File: config.mk
export PLATFORM = sky130hd
export DESIGN_NAME = mbgd_apb_master
export DESIGN_NICKNAME = d
export VERILOG_FILES = /design/src/rtl/mbgd_apb_master.sv
export SDC_FILE = /design/constraint.sdc
export NUM_CORES = 1
export LEC_CHECK = 0
export CAP_MARGIN = 20
export CORE_UTILIZATION = 52
export DETAILED_ROUTE_END_ITERATION = 7
export GPL_ROUTABILITY_DRIVEN = 0
export GPL_TIMING_DRIVEN = 0
export PLACE_DENSITY = 0.86
export SETUP_SLACK_MARGIN = 0.3
export SYNTH_ARGS = -nofsm -noshare
export SYNTH_HDL_FRONTEND = slang
export SYNTH_SLANG_ARGS = --single-unit
File: constraint.sdc
create_clock -name apb_pclk -period 2.7 [get_ports apb_pclk]
set_input_delay 0.54 -clock apb_pclk [delete_from_list [all_inputs] [get_ports apb_pclk]]
set_output_delay 0.54 -clock apb_pclk [all_outputs]
set_load 0.05 [all_outputs]
File: src/rtl/mbgd_apb_master.sv
// mbgd_apb_master: APB master with a small command FIFO, serialising local read/write
// commands into SETUP/ACCESS phases for mbgd_regfile.
// Optional macro MBGD_APB_TIMEOUT_EN: bound ACCESS-phase waits to TIMEOUT_CYC cycles and
// report an expired transfer with rsp_err.
module mbgd_apb_master #(
  parameter int unsigned ADDR_W      = 8,
  parameter int unsigned DATA_W      = 8,
  parameter int unsigned FIFO_DEPTH  = 4,
  parameter int unsigned TIMEOUT_CYC = 16
) (
  input  logic              apb_pclk,
  input  logic              resetn,
  input  logic              cmd_valid,
  output logic              cmd_ready,
  input  logic              cmd_write,
  input  logic [ADDR_W-1:0] cmd_addr,
  input  logic [DATA_W-1:0] cmd_wdata,
  output logic              rsp_valid,
  output logic [DATA_W-1:0] rsp_rdata,
  output logic              rsp_err,
  output logic              apb_psel,
  output logic              apb_penable,
  output logic              apb_pwrite,
  output logic [ADDR_W-1:0] apb_paddress,
  output logic [DATA_W-1:0] apb_pwdata,
  input  logic [DATA_W-1:0] apb_prdata,
  input  logic              apb_pready,
  output logic              busy
);

  localparam int unsigned IdxW = $clog2(FIFO_DEPTH);
  localparam int unsigned PtrW = IdxW + 1;
  localparam int unsigned EntW = 1 + ADDR_W + DATA_W;

  typedef enum logic [1:0] {StIdle, StSetup, StAccess} state_e;

  state_e            state_q;
  logic [EntW-1:0]   fifo_mem [FIFO_DEPTH];
  logic [PtrW-1:0]   wr_ptr_q, rd_ptr_q;
  logic              fifo_empty, fifo_full;
  logic              push, pop, xfer_done, timeout_hit;
  logic [EntW-1:0]   head;
  logic              head_write;
  logic [ADDR_W-1:0] head_addr;
  logic [DATA_W-1:0] head_wdata;

  // Extra pointer MSB separates full (MSBs differ) from empty (pointers equal).
  assign fifo_empty = (wr_ptr_q == rd_ptr_q);
  assign fifo_full  = (wr_ptr_q[PtrW-1] != rd_ptr_q[PtrW-1]) &&
                      (wr_ptr_q[IdxW-1:0] == rd_ptr_q[IdxW-1:0]);
  assign cmd_ready  = !fifo_full;
  assign push       = cmd_valid && !fifo_full;
  assign busy       = !fifo_empty || (state_q != StIdle);

  assign head       = fifo_mem[rd_ptr_q[IdxW-1:0]];
  assign head_write = head[EntW-1];
  assign head_addr  = head[EntW-2 -: ADDR_W];
  assign head_wdata = head[DATA_W-1:0];

  assign xfer_done  = (state_q == StAccess) && (apb_pready || timeout_hit);
  assign pop        = !fifo_empty && ((state_q == StIdle) || xfer_done);

`ifdef MBGD_APB_TIMEOUT_EN
  localparam int unsigned CntW = $clog2(TIMEOUT_CYC + 1);

  logic [CntW-1:0] tmo_cnt_q;
  logic            rsp_err_q;

  // Terminate on the edge that would count the TIMEOUT_CYC-th stalled ACCESS cycle.
  assign timeout_hit = (state_q == StAccess) && !apb_pready &&
                       (tmo_cnt_q == CntW'(TIMEOUT_CYC - 1));
  assign rsp_err     = rsp_err_q;

  // Wait counter: cleared whenever a new transfer enters SETUP, counts stalled ACCESS cycles.
  always_ff @(posedge apb_pclk or negedge resetn) begin
    if (!resetn) begin
      tmo_cnt_q <= '0;
    end else if (pop) begin
      tmo_cnt_q <= '0;
    end else if ((state_q == StAccess) && !apb_pready) begin
      tmo_cnt_q <= tmo_cnt_q + CntW'(1);
    end
  end

  // Error flag accompanies every response; cleared on successful reads.
  always_ff @(posedge apb_pclk or negedge resetn) begin
    if (!resetn) begin
      rsp_err_q <= 1'b0;
    end else if (xfer_done && (!apb_pwrite || timeout_hit)) begin
      rsp_err_q <= timeout_hit;
    end
  end
`else
  assign timeout_hit = 1'b0;
  assign rsp_err     = 1'b0;
`endif

  // Command storage; contents need no reset since the pointers define validity.
  always_ff @(posedge apb_pclk) begin
    if (push) begin
      fifo_mem[wr_ptr_q[IdxW-1:0]] <= {cmd_write, cmd_addr, cmd_wdata};
    end
  end

  // FIFO pointers.
  always_ff @(posedge apb_pclk or negedge resetn) begin
    if (!resetn) begin
      wr_ptr_q <= '0;
      rd_ptr_q <= '0;
    end else begin
      if (push) wr_ptr_q <= wr_ptr_q + PtrW'(1);
      if (pop)  rd_ptr_q <= rd_ptr_q + PtrW'(1);
    end
  end

  // APB phase sequencing with registered bus and response outputs.
  always_ff @(posedge apb_pclk or negedge resetn) begin
    if (!resetn) begin
      state_q      <= StIdle;
      apb_psel     <= 1'b0;
      apb_penable  <= 1'b0;
      apb_pwrite   <= 1'b0;
      apb_paddress <= '0;
      apb_pwdata   <= '0;
      rsp_valid    <= 1'b0;
      rsp_rdata    <= '0;
    end else begin
      rsp_valid <= 1'b0;
      unique case (state_q)
        StIdle: begin
          if (!fifo_empty) begin
            state_q      <= StSetup;
            apb_psel     <= 1'b1;
            apb_penable  <= 1'b0;
            apb_pwrite   <= head_write;
            apb_paddress <= head_addr;
            if (head_write) apb_pwdata <= head_wdata;
          end
        end
        StSetup: begin
          state_q     <= StAccess;
          apb_penable <= 1'b1;
        end
        StAccess: begin
          if (xfer_done) begin
            if (!apb_pwrite || timeout_hit) begin
              rsp_valid <= 1'b1;
              rsp_rdata <= timeout_hit ? '0 : apb_prdata;
            end
            if (!fifo_empty) begin
              state_q      <= StSetup;
              apb_penable  <= 1'b0;
              apb_pwrite   <= head_write;
              apb_paddress <= head_addr;
              if (head_write) apb_pwdata <= head_wdata;
            end else begin
              state_q     <= StIdle;
              apb_psel    <= 1'b0;
              apb_penable <= 1'b0;
            end
          end
        end
        default: state_q <= StIdle;
      endcase
    end
  end

endmodule

==> Word-level counts from Yosys, hierarchy flattened <==
Memory sizes are Yosys's and may differ from the RTL's.
Index checks and enable logic that the tools add are counted.
W data, S select, Z words.
{ "word_totals": {"ff_bits": 36, "latch_bits": 0, "ramBits": 68, "rom_bits": 0, "input_bits": 29, "mem_count": 1} }
{ "op_classes": {"addsub": 2, "mul": 0, "div_mod_pow": 0, "n_lt_le_gt_ge": 0, "n_eq_ne": 8, "shifts": 0, "n_mux": 26, "bitwise": 1, "n_reduce_logical": 17} }
{ "memory_table": {"columns": ["memory", "words", "width", "rd", "rd_ports_with_merged_regs", "wr", "line_no", "text"], "rows": [
  ["fifo_mem", 4, 17, 1, 0, 1, "38", "logic [EntW-1:0] fifo_mem [FIFO_DEPTH];"]
]} }
{ "op_table": {"columns": ["cell", "count"], "rows": [
  ["$mux W8", 5],
  ["$pmux W8 S2", 2],
  ["$mux W1", 13],
  ["$add A3 B1 Y3 const B", 2],
  ["$ne A2 B2 Y1 const B", 3],
  ["$pmux W2 S3", 1],
  ["$reduce_and A3 Y1", 2],
  ["$logic_and A1 B1 Y1", 4],
  ["$mux W2", 2],
  ["$pmux W1 S2", 2],
  ["$reduce_and A2 Y1", 2],
  ["$reduce_and A4 Y1", 1],
  ["$reduce_bool A2 Y1", 2],
  ["$eq A3 B3 Y1", 1],
  ["$pmux W1 S3", 1],
  ["$reduce_bool A3 Y1", 1],
  ["$eq A2 B1 Y1 const B", 1],
  ["$eq A2 B2 Y1", 1],
  ["$eq A2 B2 Y1 const B", 1],
  ["$logic_not A1 Y1", 2],
  ["$logic_not A2 Y1", 1],
  ["$logic_or A1 B1 Y1", 2],
  ["$ne A1 B1 Y1", 1],
  ["$not A1 Y1", 1]
]} }

==> Logic depth before layout (Yosys ltp) <==
{ "logic_depth": {"ltp_word": 6, "ltp_mapped": 6, "depth_no_buf": 4} }

==> Worst setup path after synthesis <==
Ideal clock, no wire load.
{ "synth_path": {"kind": "register to output", "startpoint": "reg rd_ptr_q[1]", "endpoint": "out busy", "arrival_ns": 1.575, "required_time_ns": 2.160, "setup_slack_ns": 0.585, "path_stages_with_launch": 5, "path_buffers": 1, "path_cell_list": "dfrtp_1 > buf_6 > xnor2_1 > nand3_1 > or3_1"} }
{ "synth_between": {"elab_chain_cells": 3} }
{ "synth_rtl": {"columns": ["element", "line_no", "text"], "rows": [
  ["start: declaration", "39", "logic [PtrW-1:0] wr_ptr_q, rd_ptr_q;"],
  ["start signal: assignment", "112", "if (pop) rd_ptr_q <= rd_ptr_q + PtrW'(1);"],
  ["$eq A3 B3 Y1", "48", "assign fifo_empty = (wr_ptr_q == rd_ptr_q);"],
  ["$logic_not A1 Y1", null, null],
  ["$logic_or A1 B1 Y1", "53", "assign busy = !fifo_empty || (state_q != StIdle);"],
  ["end: declaration", "28", "output logic busy"]
]} }
Every way passes these cells.

==> Worst setup path in the final report <==
Ends and elaborated chain as after synthesis.

==> key figures <==
Detailed routing
  – Antenna Nets Post-Route: 0
  – Wire per inst: 18.25 um
  – DRC Markers: 0
  – Vias per inst: 5.325
  – Initial drt markers: 96
  – DR vias: 1981
  – Pre-antenna DRT Iters: 4
  – Detailed Route WL: 6789 um

STA
  – Fmax: 428.9 MHz
  – Worst hold slack: 0.2698 ns
  – Clk_skew: 0.01111 ns
  – Final setup viols: 0
  – Final WS setup: 0.3682 ns
  – Fin. Hold Viols: 0
  – Worst Tran Pin Value: 0.8230 ns
  – Setup TNS: 0 ns
  – Worst rel slew slack: 0.4513
  – Final Max Tran Viols: 0
  – RSZ-0062 raised after global routing: no
  – Final Cycle Share: 0.8636
  – Tmin final: 2.332 ns

Clock network
  – CTS Buf Count: 9
  – Clock Tree Buf Depth: 2
  – Worst-path clk slew: 0.09 ns
  – Root Buffer: clkbuf_8
  – CTS HTree Levels: 3
  – Clock Sinks: 104
  – Post-CTS Hold Fix Bufs: 0
  – CTS tree: built
  – Clk_lat worst skew: 0.36 ns

Global route
  – Gr busiest metal: met2
  – Largest net degree at the start of global routing: 37
  – GRT met2 Usage: 0.3073
  – Antenna violations before repair: 0
  – GR Util met1: 0.2356
  – Vias in the first global route: 2153
  – First-pass GRT wire length: 11080 um
  – Total GRT Usage: 0.1842
  – Met3 Use GR: 0.03638
  – Total grt overflow: 0

Floorplan
  – Die W: 90.16 um
  – I/O Pins: 60
  – Die height: 90.16 um
  – Initial core utilization: 0.5484
  – FP Rows: 31
  – CORE AREA: 7370 um2
  – Die ar.: 8129 um2

Placed design
  – Pre-CTS WS: -0.04481 ns
  – Placed cell area: 4741 um2
  – Number of port buffers: 58
  – Post-DP HPWL: 4316 um
  – DP Cell Count: 354

Yosys
  – Netlist cell types: 29
  – Synthesized area: 4041 um2
  – Synthesized net count: 231
  – Gate Count Post-Synth: 197
  – Ys Warns: 0
  – FF+latch count, synth: 104
  – Sequential area share after synthesis: 0.7282
  – Avg Cell Area, Syn: 20.51 um2

Setup path
  – WP data arrival: 1.79 ns
  – Worst Path Max Fanout: 10
  – Crit end category: output port
  – CP Cell Sequence: buf_6 -> xnor2_4 -> nand3_2 -> or3_1 -> buf_4
  – WS Path Type: reg2out
  – CP Data Required Time: 2.16 ns
  – R2R depth: 4
  – Crit path max-delay family: simple AND/OR/NAND/NOR gates
  – Buf/Inv on CP: 2
  – Slowest-stage cell, CP: dfrtp_1
  – Reg2reg setup slack: 0.54 ns
  – Crit. Startpoint: rd_ptr_q[1]
  – Worst r2r src: rd_ptr_q[1]
  – Crit-path max cell delay: 0.41 ns
  – Worst reg2reg path endpoint: fifo_mem[3][4]
  – CP Launch Type: flip-flop

Layout
  – Final core occ: 0.6749
  – Fillers: 498
  – Layout cells sized above 1: 0.2674
  – # diodes: 0
  – Fin area: 4974 um2
  – P&R area growth vs syn: 23.07%
  – Finished Layout Cells: 372
  – NumNets Final: 302

Power and ir drop
  – P_leak: 1.814 nW
  – Power Density: 1301 nW/um2
  – Worst VDD drop: 0.8135 mV
  – Overall Power: 6.470 mW

Min path
  – Hold crit path type: in2async

Flow run
  – Total of max-cap violations: 0

Status
  – Status: finished clean
Yosys cell counts:
master	number	share of area
xor2_1	3	0.0065
and2_1	5	0.0077
edfxtp_1	68	0.51
mux4_2	14	0.078
buf_6	3	0.0084
mux4_1	3	0.020
xnor2_1	4	0.0087
a21oi_1	2	0.0025
conb_1	1	0.00093
mux2_4	8	0.030
or3_1	1	0.0015
a22o_1	1	0.0022
nand2b_1	2	0.0031
ha_1	5	0.015
dfrtp_1	36	0.22
nand2_1	3	0.0028
nor2b_1	1	0.0015
buf_2	1	0.0012
mux2_2	18	0.050
xnor2_2	1	0.0040
inv_1	4	0.0037
buf_4	2	0.0037
mux2i_1	1	0.0025
o21ai_0	3	0.0037
nand3_1	2	0.0025
clkbuf_1	2	0.0019
a31oi_1	1	0.0015
a311oi_4	1	0.0065
nor3b_1	1	0.0019
area by class of cell:
class,count,area [um2],area share
Inverter,4,15.01,0.003019
Buffer,8,61.31,0.01233
Tap cell,99,123.9,0.02491
Multi-Input combinational cell,81,1070,0.2151
Clock inverter,4,28.78,0.005786
Clock buffer,12,145.1,0.02918
Timing Repair Buffer,60,586.8,0.1180
Sequential cell,104,2943,0.5917
report_power, final:
part | total (mW) | internal, mW | switching (mW)
combinational | 3.09 | 1.37 | 1.72
sequential | 2.51 | 2.24 | 0.271
clock | 0.862 | 0.363 | 0.499
total | 6.47 | 3.98 | 2.49
cells in the final DEF, fill, tap and decap left out, drive strengths merged, types with 10 or more instances in the layout:
cell | Yosys | layout
edfxtp | 68 | 68
dfrtp | 36 | 36
buf | 6 | 10
clkdlybuf4s50 | 0 | 55
mux4 | 17 | 17
mux2 | 26 | 26
clkbuf | 2 | 14
sequential cells by signal (all words and copies together) (netlist names), 2 cells and up:
| name | flops |
|---|---|
| fifo_mem | 68 |
| state_q | 2 |
| rsp_rdata | 8 |
| wr_ptr_q | 3 |
| rd_ptr_q | 3 |
| apb_paddress | 8 |
| apb_pwdata | 8 |
worst max path at each step:
stage,to,slack [ns],cells past startpoint
after floorplan,busy,0.58,4
after global placement,fifo_mem[3][6],-0.007,4
after detailed placement,busy,-0.04,5
after CTS,busy,0.19,5
after global routing,busy,0.28,5
final,busy,0.37,5
metal layers:
layer | share of wire | wire length (um) | vias to the layer above
met1 | 0.42 | 2834 | 1011
met3 | 0.040 | 271 | 12
li1 | - | - | 897
met4 | 0.017 | 114 | 0
met2 | 0.53 | 3569 | 61
met5 | 0 | 0 | -
logic make-up (layout without fill, tap and decap cells):
logic type / count (synthesis) / after routing / synth area share
buffers and inverters: 12 / 88 / 0.01888
muxes: 44 / 44 / 0.1799
other: 1 / 1 / 0.0009279
AOI/OAI and AO/OA: 8 / 8 / 0.01641
and+or+nand+nor: 15 / 15 / 0.02105
xor gates and xnor gates: 8 / 8 / 0.01920
DFF: 104 / 104 / 0.7282
adders and majority gates: 5 / 5 / 0.01548
what timing repair did:
action	4_1_cts	5_1_grt
gates resized for setup	12	5
pin swaps	0	3
setup buffers	0	2
endpoints found under the setup margin	71	2
Note: power is estimated with default switching activity, not from simulation.
